<file path="src/rtl/cpu_pkg.sv">
// Shared definitions for the single-cycle datapath: instruction fields,
// opcodes, controller states and default widths.
package cpu_pkg;

    localparam int PC_WIDTH_DEF   = 8;
    localparam int DATA_WIDTH_DEF = 8;
    localparam int REG_IDX_W      = 4;

    localparam int OPC_MSB = 15;
    localparam int OPC_LSB = 12;
    localparam int RD_MSB  = 11;
    localparam int RD_LSB  = 8;
    localparam int IMM_MSB = 7;
    localparam int IMM_LSB = 0;

    localparam logic [3:0] OP_LI   = 4'h0;
    localparam logic [3:0] OP_ADDI = 4'h1;
    localparam logic [3:0] OP_NOP  = 4'h2;
    localparam logic [3:0] OP_HALT = 4'hF;

    typedef enum logic {
        RUN    = 1'b0,
        HALTED = 1'b1
    } state_t;

endpackage

</file>
<file path="src/rtl/register_file.sv">
// NUM_REGS x DATA_WIDTH register file: one synchronous write port, two
// asynchronous read ports, asynchronous clear. Reads return the old value.
module register_file
    import cpu_pkg::*;
#(
    parameter int NUM_REGS   = 16,
    parameter int DATA_WIDTH = DATA_WIDTH_DEF
) (
    input  logic                  clk,
    input  logic                  rst,
    input  logic                  we,
    input  logic [REG_IDX_W-1:0]  waddr,
    input  logic [DATA_WIDTH-1:0] wdata,
    input  logic [REG_IDX_W-1:0]  raddr_a,
    output logic [DATA_WIDTH-1:0] rdata_a,
    input  logic [REG_IDX_W-1:0]  raddr_b,
    output logic [DATA_WIDTH-1:0] rdata_b
);

    logic [DATA_WIDTH-1:0] regs [NUM_REGS];

    always_ff @(posedge clk or posedge rst) begin
        if (rst) begin
            for (int i = 0; i < NUM_REGS; i++) begin
                regs[i] <= '0;
            end
        end else if (we && (int'(waddr) < NUM_REGS)) begin
            regs[waddr] <= wdata;
        end
    end

    // Indices beyond NUM_REGS read as zero rather than aliasing.
    assign rdata_a = (int'(raddr_a) < NUM_REGS) ? regs[raddr_a] : '0;
    assign rdata_b = (int'(raddr_b) < NUM_REGS) ? regs[raddr_b] : '0;

endmodule

</file>
<file path="src/rtl/fetch_decode_regfile.sv">
// Front half of the single-cycle datapath: PC, fetch, decode, register file,
// run/halt controller and a saturating retired-instruction counter.
module fetch_decode_regfile
    import cpu_pkg::*;
#(
    parameter int PC_WIDTH   = PC_WIDTH_DEF,
    parameter int DATA_WIDTH = DATA_WIDTH_DEF,
    parameter int NUM_REGS   = 16
) (
    input  logic                  clk,
    input  logic                  rst,
    output logic [PC_WIDTH-1:0]   Instr_Addr,
    input  logic [15:0]           Instr,
    input  logic [DATA_WIDTH-1:0] Result,
    output logic                  ALUSrc,
    output logic [DATA_WIDTH-1:0] Read_Data,
    output logic [DATA_WIDTH-1:0] Imm_Data,
    output logic                  Halted,
    output logic [15:0]           Retired,
    input  logic [3:0]            Dbg_Sel,
    output logic [DATA_WIDTH-1:0] Dbg_Data
);

    // Handshake: none. One instruction is consumed every RUN cycle; Result
    // must settle combinationally from Read_Data/Imm_Data before the edge.

    state_t                state, state_next;
    logic [PC_WIDTH-1:0]   pc, pc_next;
    logic [15:0]           retired, retired_next;
    logic [3:0]            opcode;
    logic [REG_IDX_W-1:0]  rd;
    logic [7:0]            imm;
    logic                  is_write_op;
    logic                  we;

    always_comb begin
        opcode      = Instr[OPC_MSB:OPC_LSB];
        rd          = Instr[RD_MSB:RD_LSB];
        imm         = Instr[IMM_MSB:IMM_LSB];
        is_write_op = (opcode == OP_LI) || (opcode == OP_ADDI);
        ALUSrc      = (opcode == OP_ADDI);
        Imm_Data    = DATA_WIDTH'(imm);
    end

    always_comb begin
        state_next   = state;
        pc_next      = pc;
        retired_next = retired;
        we           = 1'b0;
        case (state)
            RUN: begin
                if (opcode == OP_HALT) begin
                    state_next = HALTED;
                end else begin
                    pc_next = pc + 1'b1;
                    we      = is_write_op;
                    if (retired != 16'hFFFF) begin
                        retired_next = retired + 16'd1;
                    end
                end
            end
            HALTED: begin
                state_next = HALTED;
            end
            default: begin
                state_next = RUN;
            end
        endcase
    end

    always_ff @(posedge clk or posedge rst) begin
        if (rst) begin
            state   <= RUN;
            pc      <= '0;
            retired <= '0;
        end else begin
            state   <= state_next;
            pc      <= pc_next;
            retired <= retired_next;
        end
    end

    register_file #(
        .NUM_REGS   (NUM_REGS),
        .DATA_WIDTH (DATA_WIDTH)
    ) u_register_file (
        .clk     (clk),
        .rst     (rst),
        .we      (we),
        .waddr   (rd),
        .wdata   (Result),
        .raddr_a (rd),
        .rdata_a (Read_Data),
        .raddr_b (Dbg_Sel),
        .rdata_b (Dbg_Data)
    );

    assign Instr_Addr = pc;
    assign Halted     = (state == HALTED);
    assign Retired    = retired;

endmodule
</file>
<file path="config.mk">
export PLATFORM = sky130hd
export DESIGN_NAME = fetch_decode_regfile
export DESIGN_NICKNAME = d
export VERILOG_FILES = /design/src/rtl/cpu_pkg.sv /design/src/rtl/register_file.sv /design/src/rtl/fetch_decode_regfile.sv
export SDC_FILE = /design/constraint.sdc
export NUM_CORES = 1
export LEC_CHECK = 0
export ABC_AREA = 1
export ABC_CLOCK_PERIOD_IN_PS = 12650
export CAP_MARGIN = 20
export CORE_MARGIN = 5
export CORE_UTILIZATION = 45
export CTS_CLUSTER_DIAMETER = 80
export DETAILED_ROUTE_END_ITERATION = 16
export SYNTH_ARGS = -nofsm -noshare
export SYNTH_HDL_FRONTEND = slang
export SYNTH_SLANG_ARGS = --single-unit
export TNS_END_PERCENT = 5
</file>
<file path="constraint.sdc">
create_clock -name clk -period 12.65 [get_ports clk]
set_input_delay 1.8975 -clock clk [delete_from_list [all_inputs] [get_ports clk]]
set_output_delay 1.8975 -clock clk [all_outputs]
set_load 0.02 [all_outputs]
</file>
# == Word-level counts from Yosys, hierarchy flattened ==
# Cells that the tools add are included.
# word_totals
regBits,153
input_bits,30
# classes
order_cmp,3
muxes,13
reduce_logical,5
eq_ne,3
add_sub_neg,2
n_bitwise,4
# op_table
op,n
128-bit bitwise mux,1
8-bit binary-select mux with 4-bit select,2
8-bit 2-to-1 mux,5
8-bit demux with 4-bit select,1
16-bit by 1-bit adder with 16-bit output (second input constant),1
16-bit inequality test (second input constant),1
5-bit >= comparator (second input constant),2
4-bit NOT with 5-bit output,2
8-bit by 1-bit adder with 8-bit output (second input constant),1
5-bit by 1-bit less-than comparator with 1-bit output (second input constant),1
4-bit by 1-bit == test with 1-bit output (second input constant),1
4-bit == test (second input constant),1
4-bit zero test,1
1-bit 2-to-1 mux,3
3-bit AND reduction,1
1-bit NOT,2
1-bit one-hot mux with 2 select lines,1
2-bit AND reduction,1
1-bit logical AND,1
1-bit logical OR,1

# == Longest topological paths before layout ==
# logic_depth
depth_word,6
depth_mapped,11
depth_no_buf,9

# == Cells and area by module ==
# From an unflattened synthesis, not the netlist that was laid out.
# unflattened
cells_unflattened,1342
hier_area_um2,9192.6
# by_module_without_submodules
mod,area_per_inst_um2,seq_area_each_um2,n_inst,cells_each
register_file,7637.3,3203.1,1,1130
fetch_decode_regfile,1555.2,625.6,1,212

# == Worst setup path after synthesis ==
# Ideal clock, no wire load.
# synth_path
kind,input -> output
startpoint,input port Instr[8]
endpoint,output port Read_Data[6]
required_ns,10.752
arrival_ns,2.861
setup_slack_ns,7.891
cell_stages,10
cell_sequence,buf_4 -> buf_6 -> buf_4 -> o21ai_0 -> nand2_1 -> nand2_1 -> nand2_1 -> nand2_1 -> inv_1 -> nand2_1
# synth_between
elab_chain_cells,4
# synth_rtl
element,line_no,text
"start, declared",fetch_decode_regfile.sv:13,"input logic [15:0] Instr,"
4-bit NOT with 5-bit output (implied by the code),register_file.sv:33,assign rdata_a = (int'(raddr_a) < NUM_REGS) ? regs[raddr_a] : '0;
8-bit binary-select mux with 4-bit select,register_file.sv:33,
8-bit 2-to-1 mux (implied by the code) (2 in series),register_file.sv:33,
"end, declared",fetch_decode_regfile.sv:16,"output logic [DATA_WIDTH-1:0] Read_Data,"
# Every way passes these cells. The select of a mux whose other input is x is not followed.

# == Worst setup path after layout ==
# layout_path
startpoint,input port Dbg_Sel[1]
endpoint,output port Dbg_Data[7]
# layout_between
elab_chain_cells,4
# layout_rtl
element,line_no,text
"start, declared",fetch_decode_regfile.sv:20,"input logic [3:0] Dbg_Sel,"
4-bit NOT with 5-bit output (implied by the code),register_file.sv:34,assign rdata_b = (int'(raddr_b) < NUM_REGS) ? regs[raddr_b] : '0;
8-bit binary-select mux with 4-bit select,register_file.sv:34,
8-bit 2-to-1 mux (implied by the code) (2 in series),register_file.sv:34,
"end, declared",fetch_decode_regfile.sv:21,output logic [DATA_WIDTH-1:0] Dbg_Data
# Every way passes these cells. The select of a mux whose other input is x is not followed.

==> results.md <==
* R2R depth at 7
* Critical Path, Cell by Cell: clkdlybuf4s50_1 > buf_4 > inv_1 > o211ai_1 > nand3_1 > nand3_1 > nand2_1 > clkdlybuf4s50_1
* Fin crit share at 0.5083
* RSZ-0062 raised after global routing: false
* Clk slew on worst S/H paths at approximately 0.06 ns
* Family with the most delay on the worst path: buffers and inverters
* Synth Area in Simple Gates at 0.3002
* HP Start: u_register_file.regs[47]
* Cell area power density at roughly 130 nW/µm²
* Critical Path Source Type: input port
* Largest family of logic cells by synthesized area: simple AND/OR/NAND/NOR gates
* First DRT Iteration DRCs at approximately 830
* Mapped cell area at about 9100 µm²
* Layout area overhead at 12.77%
* EDFF count, synth at 0
* Synth Area in Compound Gates at 0.1687
* Fillers at slightly above 2,000
* Main synth FF type: dfrtp_1
* # IOs at 80
* Full die area at 23,200 µm²
* TritonCTS Buffers at 17
* Mux contribution to synthesized area at 0
* Post-CTS sizing at 0
* Synth Net Count at 1,335
* ANT nets after route at 0
* # H-tree levels at 4
* Crit-path slowest cell: inv_1
* Ys Warns at 0
* Buf/Inv on CP at 4
* Worst Path Arrival at around 4.5 ns
* CTS tree: done
* Setup crit end kind: output port
* Worst hold stages at 2
* M2 GR Usage at 0.3633
* Hold EP: u_register_file.regs[47]
* Seq/Total Area, Yosys at 0.4200
* Number of distinct library cells after synthesis at 29
* Busiest grt layer: met2
* Hold-fix buffers, CTS at 0
* Worst-Skew Late Latency at 0.43 ns
* Worst IR drop on VDD at slightly above 0.09 mV
* Clock root cell: clkbuf_16
* Clk_skew at about 0.0086 ns
* Worst min path class: reg -> reg
* Reg2reg setup slack at 10.58 ns
* Vias in the first global route at around 7,600
* Inst Count DP at between 1,500 and 2,000
* Post-route DRC at 0
* Pin count of the biggest net entering global routing at about 130
* Critical Path RT at ~11 ns
* Top post-synthesis cells by count: 541 x nand2_1, 155 x o21ai_0, 153 x dfrtp_1
* Reg2reg end: Retired[8]
* Die Ht at ~150 µm
* Slew at the pin closest to its max-slew limit at between 1 and 1.5 ns
* Status: finished, final reports clean
* Starting Density at 0.4534
* Final min period at 6.430 ns
* Hold WS at about 0.48 ns
* FF-to-FF Start: Retired[0]
* Drt wl/cell at 16.67 µm
* Clk buf depth at 2
* Setup Viol. Count Final at 0
* Initial antenna violation count at 0
* Met1 layer usage reported by global route at 0.3227
* TNS Setup at 0 ns
* Via count at between 8,000 and 9,000
* Avg Cell Area, Syn at approximately 7.0 µm²
* Leakage at 4.688 nW
* GR met3 Demand/Resource at 0.04999
* Final nets at between 1,000 and 1,500
* Chip width at roughly 150 µm
* #FFs+latches synth at around 150
* Post-Route WL at between 20,000 and 30,000 µm
* Largest area contributor in the netlist: dfrtp_1
* Clk sinks at between 150 and 200
* Ant diodes at 0
* Hpwl dp at ~18,000 µm
* CP peak stage delay at 0.76 ns
* GRT Total Usage at 0.2304
* Yosys top cell area share at 0.4200
* First-pass DRT Iterations at 5
* Grt ovf at 0
* Crit Path Class: in -> out
* Normalized max-slew margin at 0.3155
* Post-Layout Cell Count at roughly 1,600
* Core region area at about 20,000 µm²
* Vias/cell at a little over 5
* Max-Cap Viols at 0
* IO buf count at between 60 and 70
* Synth Area in XOR/XNOR at 0.008648
* GP Congestion at a little under 0.9
* Async SR Flop Fraction at 1.000
* Synth Area in Adders at 0.002745
* Dominant cells by area after synthesis: dfrtp_1 42%, nand2_1 22%, o21ai_0 8.5%, inv_1 5.0%, nand3_1 3.4%
* Global-route wire length before repair at between 40,000 and 50,000 µm
* Crit path max fanout at 33
* Max Slew Vio Count at 0
* Mapped Cells at 1,303
* Post-CTS Setup Repair Bufs at 0
* Final hold violations at 0
* Row count at 52
* Share of layout cells above drive strength 1 at 0.07727
* Max frequency at 0.1555 GHz
* Top-count cell post-synth: nand2_1
-- sequential cells by signal (all words and copies together), names as in the netlist --
signal,flops
Retired,16
Halted,1
Instr_Addr,8
u_register_file.regs,128
-- stage by stage --
step           setup WS [ns]  power, mW    util  instance area, µm²
6_report               6.220      1.350  0.5113               10280
5_1_grt                6.099      1.417  0.5113               10280
4_1_cts                6.247      1.359  0.5099               10250
3_5_place_dp           6.255     0.8525  0.4816                9683
3_3_place_gp           6.303     0.8495  0.4816                9683
2_1_floorplan          6.631     0.7510       -                9115
-- cell type report --
type / instances / area [µm²] / area share
clock buffers: 19 / 442.9 / 0.04309
clock inverters: 11 / 125.1 / 0.01217
inverters: 124 / 470.5 / 0.04577
multi-input cells: 943 / 4378 / 0.4259
flip-flops and latches: 153 / 3829 / 0.3725
well taps: 270 / 337.8 / 0.03287
repair buffers: 70 / 695.7 / 0.06768
-- worst register-to-register path: stages (launching register included) --
cell	delay [ns]
dfrtp_1	0.45
ha_1	0.32
inv_1	0.10
nor2_2	0.05
nand2_1	0.09
nor2_2	0.06
nor2_1	0.70
o21ai_0	0.16
-- cells in the final DEF, fill, tap and decap left out, drive strengths merged --
cell and instances:
o21bai 1, clkinv 6, dfrtp 153, clkbuf 19
nor3 1, ha 2, buf 9, nor2 34
nand2 558, or2 1, o21ai 233, nand3 63
o211ai 32, inv 125, bufinv 2, clkdlybuf4s50 61
clkinvlp 2, nand3b 2, xnor2 5, nand4 7
xor2 4
-- layer usage --
layer  up-vias  part of all wire  wire, µm
met5         -                 0         0
met4         0             0.021       567
met3        43             0.056      1474
met2       204              0.46     12190
met1      3854              0.46     12270
li1       4146                 -         -
-- where the power goes --
group,leakage (nW),internal (mW),total (mW),switching (mW)
clock network,0.275,0.294,0.505,0.211
registers,2.05,0.535,0.578,0.0432
logic,2.36,0.101,0.267,0.166
-- logic make-up (layout without fill, tap and decap cells) --
kind of cell	count (synthesis)	count (layout)
compound gates	266	266
xor+xnor	9	9
fa+ha+maj	2	2
buf+inv	207	224
flops	153	153
simple gates	666	666
-- worst max path at each step --
| stage | startpoint | end | slack (ns) | depth (start not counted) |
|---|---|---|---|---|
| finish | Dbg_Sel[1] | Dbg_Data[7] | 6.22 | 8 |
| global route | Dbg_Sel[1] | Dbg_Data[7] | 6.10 | 8 |
| CTS | Dbg_Sel[1] | Dbg_Data[7] | 6.25 | 8 |
| detailed placement | Dbg_Sel[1] | Dbg_Data[7] | 6.26 | 8 |
| global placement | Dbg_Sel[1] | Dbg_Data[7] | 6.30 | 8 |
| floorplan | rst | Halted | 6.63 | 1 |
Power figures use the tool's default switching activity.
==> patch 1: new RTL, same settings <==
Change the package constant `DATA_WIDTH_DEF` from 8 to 12.
--- a/src/rtl/cpu_pkg.sv
+++ b/src/rtl/cpu_pkg.sv
@@ -5,3 +5,3 @@
     localparam int PC_WIDTH_DEF   = 8;
-    localparam int DATA_WIDTH_DEF = 8;
+    localparam int DATA_WIDTH_DEF = 12;
     localparam int REG_IDX_W      = 4;
Interface: changed (resized Dbg_Data, Imm_Data, Read_Data and Result); port bits go from 80 to 96. The function was not compared with the original's and may differ.
==> patch 1 against the unedited design <==
Combinational power fell by 48%. Maximum frequency is 9.8% lower. Count of clock-buffer cells in the layout rose by 15. Critical path depth up 3. Wire length rose by 53%. First-iteration DRC count increased by 31%. Final area grew 33%. Sequential cell count increased by 64. Power increased by 18%. Synthesized area up 33%. Worst setup slack lost 700 ps. Global-route usage up 3.5 points. Critical endpoint is now Read_Data[10]. Largest cell class unchanged. Largest power group is now clock.
==> patch 1: results (changes against the unedited design) <==
Outcome
  • Status: finished, final reports clean (unchanged)

Global route
  • Pin count of the biggest net entering global routing: 143 (was 133)
  • First-pass GRT wire length: 64000 microns (was 42580 microns)

Detailed routing
  • Wire per inst: 19.89 microns (was 16.67 microns)
  • Vias after detailed routing: 11490 (was 8247)
  • Final wirelength: 40480 microns (was 26500 microns)

Synth
  • Top cells by area, synth: dfrtp_1, nand2_1, o21ai_0, nand3_1, nor2_1 (was dfrtp_1, nand2_1, o21ai_0, inv_1, nand3_1)
  • Synth cell types: 33 (was 29)
  • Register area share after synthesis: 44.86% (was 42.00%)
  • Commonest cells in the netlist: nand2_1, dfrtp_1, o21ai_0 (was nand2_1, o21ai_0, dfrtp_1)
  • Syn avg cell area: 7.167 sq um (was 6.995 sq um)

Setup path
  • R2R Setup Slk: 10620 ps (was 10580 ps)
  • Critical R2R Capture: u_register_file.regs[148] (was Retired[8])
  • CP max stage cell: nor2_8 (was inv_1)
  • Critical Path Source: Instr[9] (was Dbg_Sel[1])
  • Max stage delay on crit path: 840 ps (was 760 ps)
  • CP Max Fanout: 52 (was 33)
  • Launching point of the worst reg2reg path: Halted (was Retired[0])
  • Depth of the most critical reg-to-reg path: 6 (was 7)

Clocking
  • H-tree levels: 1 (was 4)
  • Clock latency on the worst-skew pair: 520 ps (was 430 ps)
  • Clock buffer depth: 3 (was 2)
  • Total CTS buffers: 25 (was 17)

Timing
  • Slew HR: 21.10% (was 31.55%)
  • Worst Clk Skew: 10.28 ps (was 8.581 ps)

Final layout
  • Nets@finish: 1714 (was 1341)
  • Layout cells sized above 1: 5.490% (was 7.727%)
  • FILL cells: 2667 (was 2018)

Placed design
  • Placed cell count: 1990 (was 1559)
  • GP Congestion: 0.8198 (was 0.8649)
  • Placed cell area: 0.01276 sq mm (was 0.009683 sq mm)

Power
  • LEAKAGE: 6.201 nW (was 4.688 nW)
## patch 1: layer usage
metal / vias up / GRT usage (%) / wire [microns]
met5: - / 0 / 0
met4: 0 / 8.149 / 1098
met3: 85 / 5.241 / 3271
met2: 455 / 43.11 / 18520
met1: 5455 / 35.98 / 17590
li1: 5495 / - / -
## patch 1: worst reg2reg max path, cell delays in order (launching register included)
cell,delay (ps)
dfrtp_1,390
inv_1,130
nand3_4,190
nor2_4,190
nand2_1,650
nand2_1,240
o21ai_1,90
## patch 1: worst min path at each step
stage	startpoint	end	slack [ps]	cells past startpoint
after floorplan	u_register_file.regs[0]	u_register_file.regs[0]	470	2
final	u_register_file.regs[53]	u_register_file.regs[53]	510	2
after CTS	u_register_file.regs[96]	u_register_file.regs[96]	510	2
after detailed placement	u_register_file.regs[105]	u_register_file.regs[105]	500	2
after global placement	u_register_file.regs[37]	u_register_file.regs[37]	490	2
after global routing	u_register_file.regs[37]	u_register_file.regs[37]	530	2
## patch 1: cell type report
| class | instances | area [sq um] | share of cell area [%] |
|---|---|---|---|
| Tap cell | 341 | 426.7 | 3.121 |
| Inverter | 100 | 385.4 | 2.819 |
| Clock buffer | 34 | 729.5 | 5.335 |
| Multi-Input combinational cell | 1243 | 5665 | 41.44 |
| Timing Repair Buffer | 91 | 908.4 | 6.644 |
| Clock inverter | 9 | 126.4 | 0.9243 |
| Sequential cell | 217 | 5430 | 39.72 |
## patch 1: cells by family (layout without fill, tap and decap cells)
| logic type | after synthesis | after routing | synth area share, % |
|---|---|---|---|
| DFF | 217 | 217 | 44.86 |
| adders and majority gates | 2 | 2 | 0.2067 |
| other | 1 | 4 | 0.03098 |
| xor gates and xnor gates | 11 | 11 | 0.7958 |
| buffers and inverters | 232 | 234 | 8.475 |
| and+or+nand+nor | 937 | 937 | 33.07 |
| AOI/OAI and AO/OA | 289 | 289 | 12.56 |
## patch 1: power breakdown
group / switching, mW / internal, mW / total, mW
sequential: 0 / 0.694 / 0.694
clock: 0.296 / 0.462 / 0.758
combinational: 0.105 / 0.0357 / 0.140
total: 0.401 / 1.19 / 1.59
## patch 1: through the flow
| stage | utilization, % | setup WS [ps] |
|---|---|---|
| 2_1_floorplan | - | 4817 |
| 3_3_place_gp | 47.69 | 5645 |
| 3_5_place_dp | 47.75 | 5610 |
| 4_1_cts | 50.95 | 5592 |
| 5_1_grt | 51.16 | 5407 |
| 6_report | 51.16 | 5524 |
==> patch 2: new RTL, same flow settings <==
Made on the original files. Make the reset (`rst`) synchronous in 2 clocked blocks. Comments in the files are not updated.
--- a/src/rtl/register_file.sv
+++ b/src/rtl/register_file.sv
@@ -21,3 +21,3 @@
 
-    always_ff @(posedge clk or posedge rst) begin
+    always_ff @(posedge clk) begin
         if (rst) begin
--- a/src/rtl/fetch_decode_regfile.sv
+++ b/src/rtl/fetch_decode_regfile.sv
@@ -70,3 +70,3 @@
 
-    always_ff @(posedge clk or posedge rst) begin
+    always_ff @(posedge clk) begin
         if (rst) begin
Function: differs if rst is asserted again (counterexample within 4 cycles, from zero or initial values and one cycle with rst high); with rst held inactive, the same outputs for 4 cycles.
==> patch 2 against the unedited design <==
Register-to-register slack got worse by 470 ps. Synthesized area down 8.6%. Sequential cell count did not move. Power down 6.6%. Maximum frequency grew 1.8%. Worst setup slack gained 120 ps. Wire length down 5.2%. First-iteration DRC count decreased by 2.3%. Global-route usage increased by 0.54 points. Final area down 6.6%. Combinational power is 42% lower. Critical path type unchanged. Largest power group unchanged. Highest routed layer unchanged.
==> patch 2: results (changes against the unedited design) <==
Detailed routing
  • Pre-Repair DR Iteration Count: 6 (was 5)
  • DR vias/cell: 5.492 (was 5.187)
  • Vias after detailed routing: 7173 (was 8247)
  • Initial DRC count: 815 (was 834)
  • Final wirelength: 25110 microns (was 26500 microns)

Synth
  • Top cells by area, synth: edfxtp_1, nand2_1, nor2_1, inv_1, dfxtp_1 (was dfrtp_1, nand2_1, o21ai_0, inv_1, nand3_1)
  • Ys async rst share: 0% (was 100.0%)
  • Register area share after synthesis: 52.15% (was 42.00%)
  • Cells after Synth: 1038 (was 1303)
  • Adder-cell area share of the yosys netlist: 0.3004% (was 0.2745%)
  • Commonest cells in the netlist: nand2_1, nor2_1, inv_1 (was nand2_1, o21ai_0, dfrtp_1)
  • Synth cell types: 27 (was 29)
  • Mapped Nets: 1070 (was 1335)
  • Synth Area in Compound Gates: 14.73% (was 16.87%)
  • Post-synth EDFFs: 128 (was 0)

Global route
  • First-pass GRT wire length: 38940 microns (was 42580 microns)
  • GRT Util Overall: 23.57% (was 23.04%)
  • Vias in the first global route: 6788 (was 7573)

Placed design
  • GP Congestion: 0.8528 (was 0.8649)
  • Placed cell area: 0.008981 sq mm (was 0.009683 sq mm)
  • Pre-CTS setup slack: 6347 ps (was 6255 ps)
  • Hpwl dp: 16640 microns (was 17700 microns)
  • Placed cell count: 1273 (was 1559)

Power
  • LEAKAGE: 3.924 nW (was 4.688 nW)
  • Max VDD drop: 0.1070 mV (was 0.09359 mV)

Timing
  • Actual slew at the worst max-slew pin: 1059 ps (was 1025 ps)
  • Worst Clk Skew: 4.998 ps (was 8.581 ps)

Outcome
  • Status: finished, final reports clean (unchanged)

Setup path
  • CP arrival: 4420 ps (was 4530 ps)
  • CP Max Fanout: 12 (was 33)
  • Max stage delay on crit path: 790 ps (was 760 ps)

Final layout
  • Layout cells sized above 1: 4.643% (was 7.727%)
patch 2: worst paths after layout:
check / startpoint / end / slack (ps) / cells past startpoint
hold reg to reg: Instr_Addr[4] / Instr_Addr[4] / 480 / 2
hold / removal: Instr_Addr[4] / Instr_Addr[4] / 480 / 2
setup / recovery: Instr[11] / Read_Data[0] / 6340 / 8
setup reg to reg: Halted / u_register_file.regs[7][6] / 10110 / 5
patch 2: stage by stage:
step | hold slack [ps] | util, %
finish | 478.8 | 53.07
global route | 520.2 | 53.07
CTS | 475.1 | 53.03
detailed placement | 460.6 | 49.66
global placement | 460.4 | 49.66
floorplan | 536.3 | -
patch 2: logic make-up (layout without fill, tap and decap cells):
logic type               Yosys count  after routing
buffers and inverters            206            245
AO/OA/AOI/OAI                    220            220
adder cells (fa/ha/maj)            2              2
flip-flops                       153            153
XOR/XNOR                           4              4
AND/OR/NAND/NOR                  453            453
patch 2: tightest hold or removal path, cell delays in order (launching register included):
cell	delay (ps)
dfxtp_1	330
inv_1	50
a21oi_1	50
patch 2: area by class of cell:
class	instances	area share [%]
multi-input combinational	679	32.77
clock buffer	22	5.175
sequential	153	45.26
tap	229	2.985
clock inverter	10	1.173
inverter	143	5.592
timing repair buffer	70	7.039
patch 2: routing by layer:
layer	wire length [microns]	share of wire, %	track usage (%)
met5	0	0	0
met4	765	3.0	9.078
met3	1948	7.8	4.121
met2	11520	46	37.10
met1	10880	43	32.74
patch 2: where the power goes:
group,switching (mW),total (mW),internal (mW)
Sequential,0.0123,0.582,0.569
Clock,0.205,0.525,0.319
Combinational,0.106,0.155,0.0489
Total,0.323,1.26,0.937
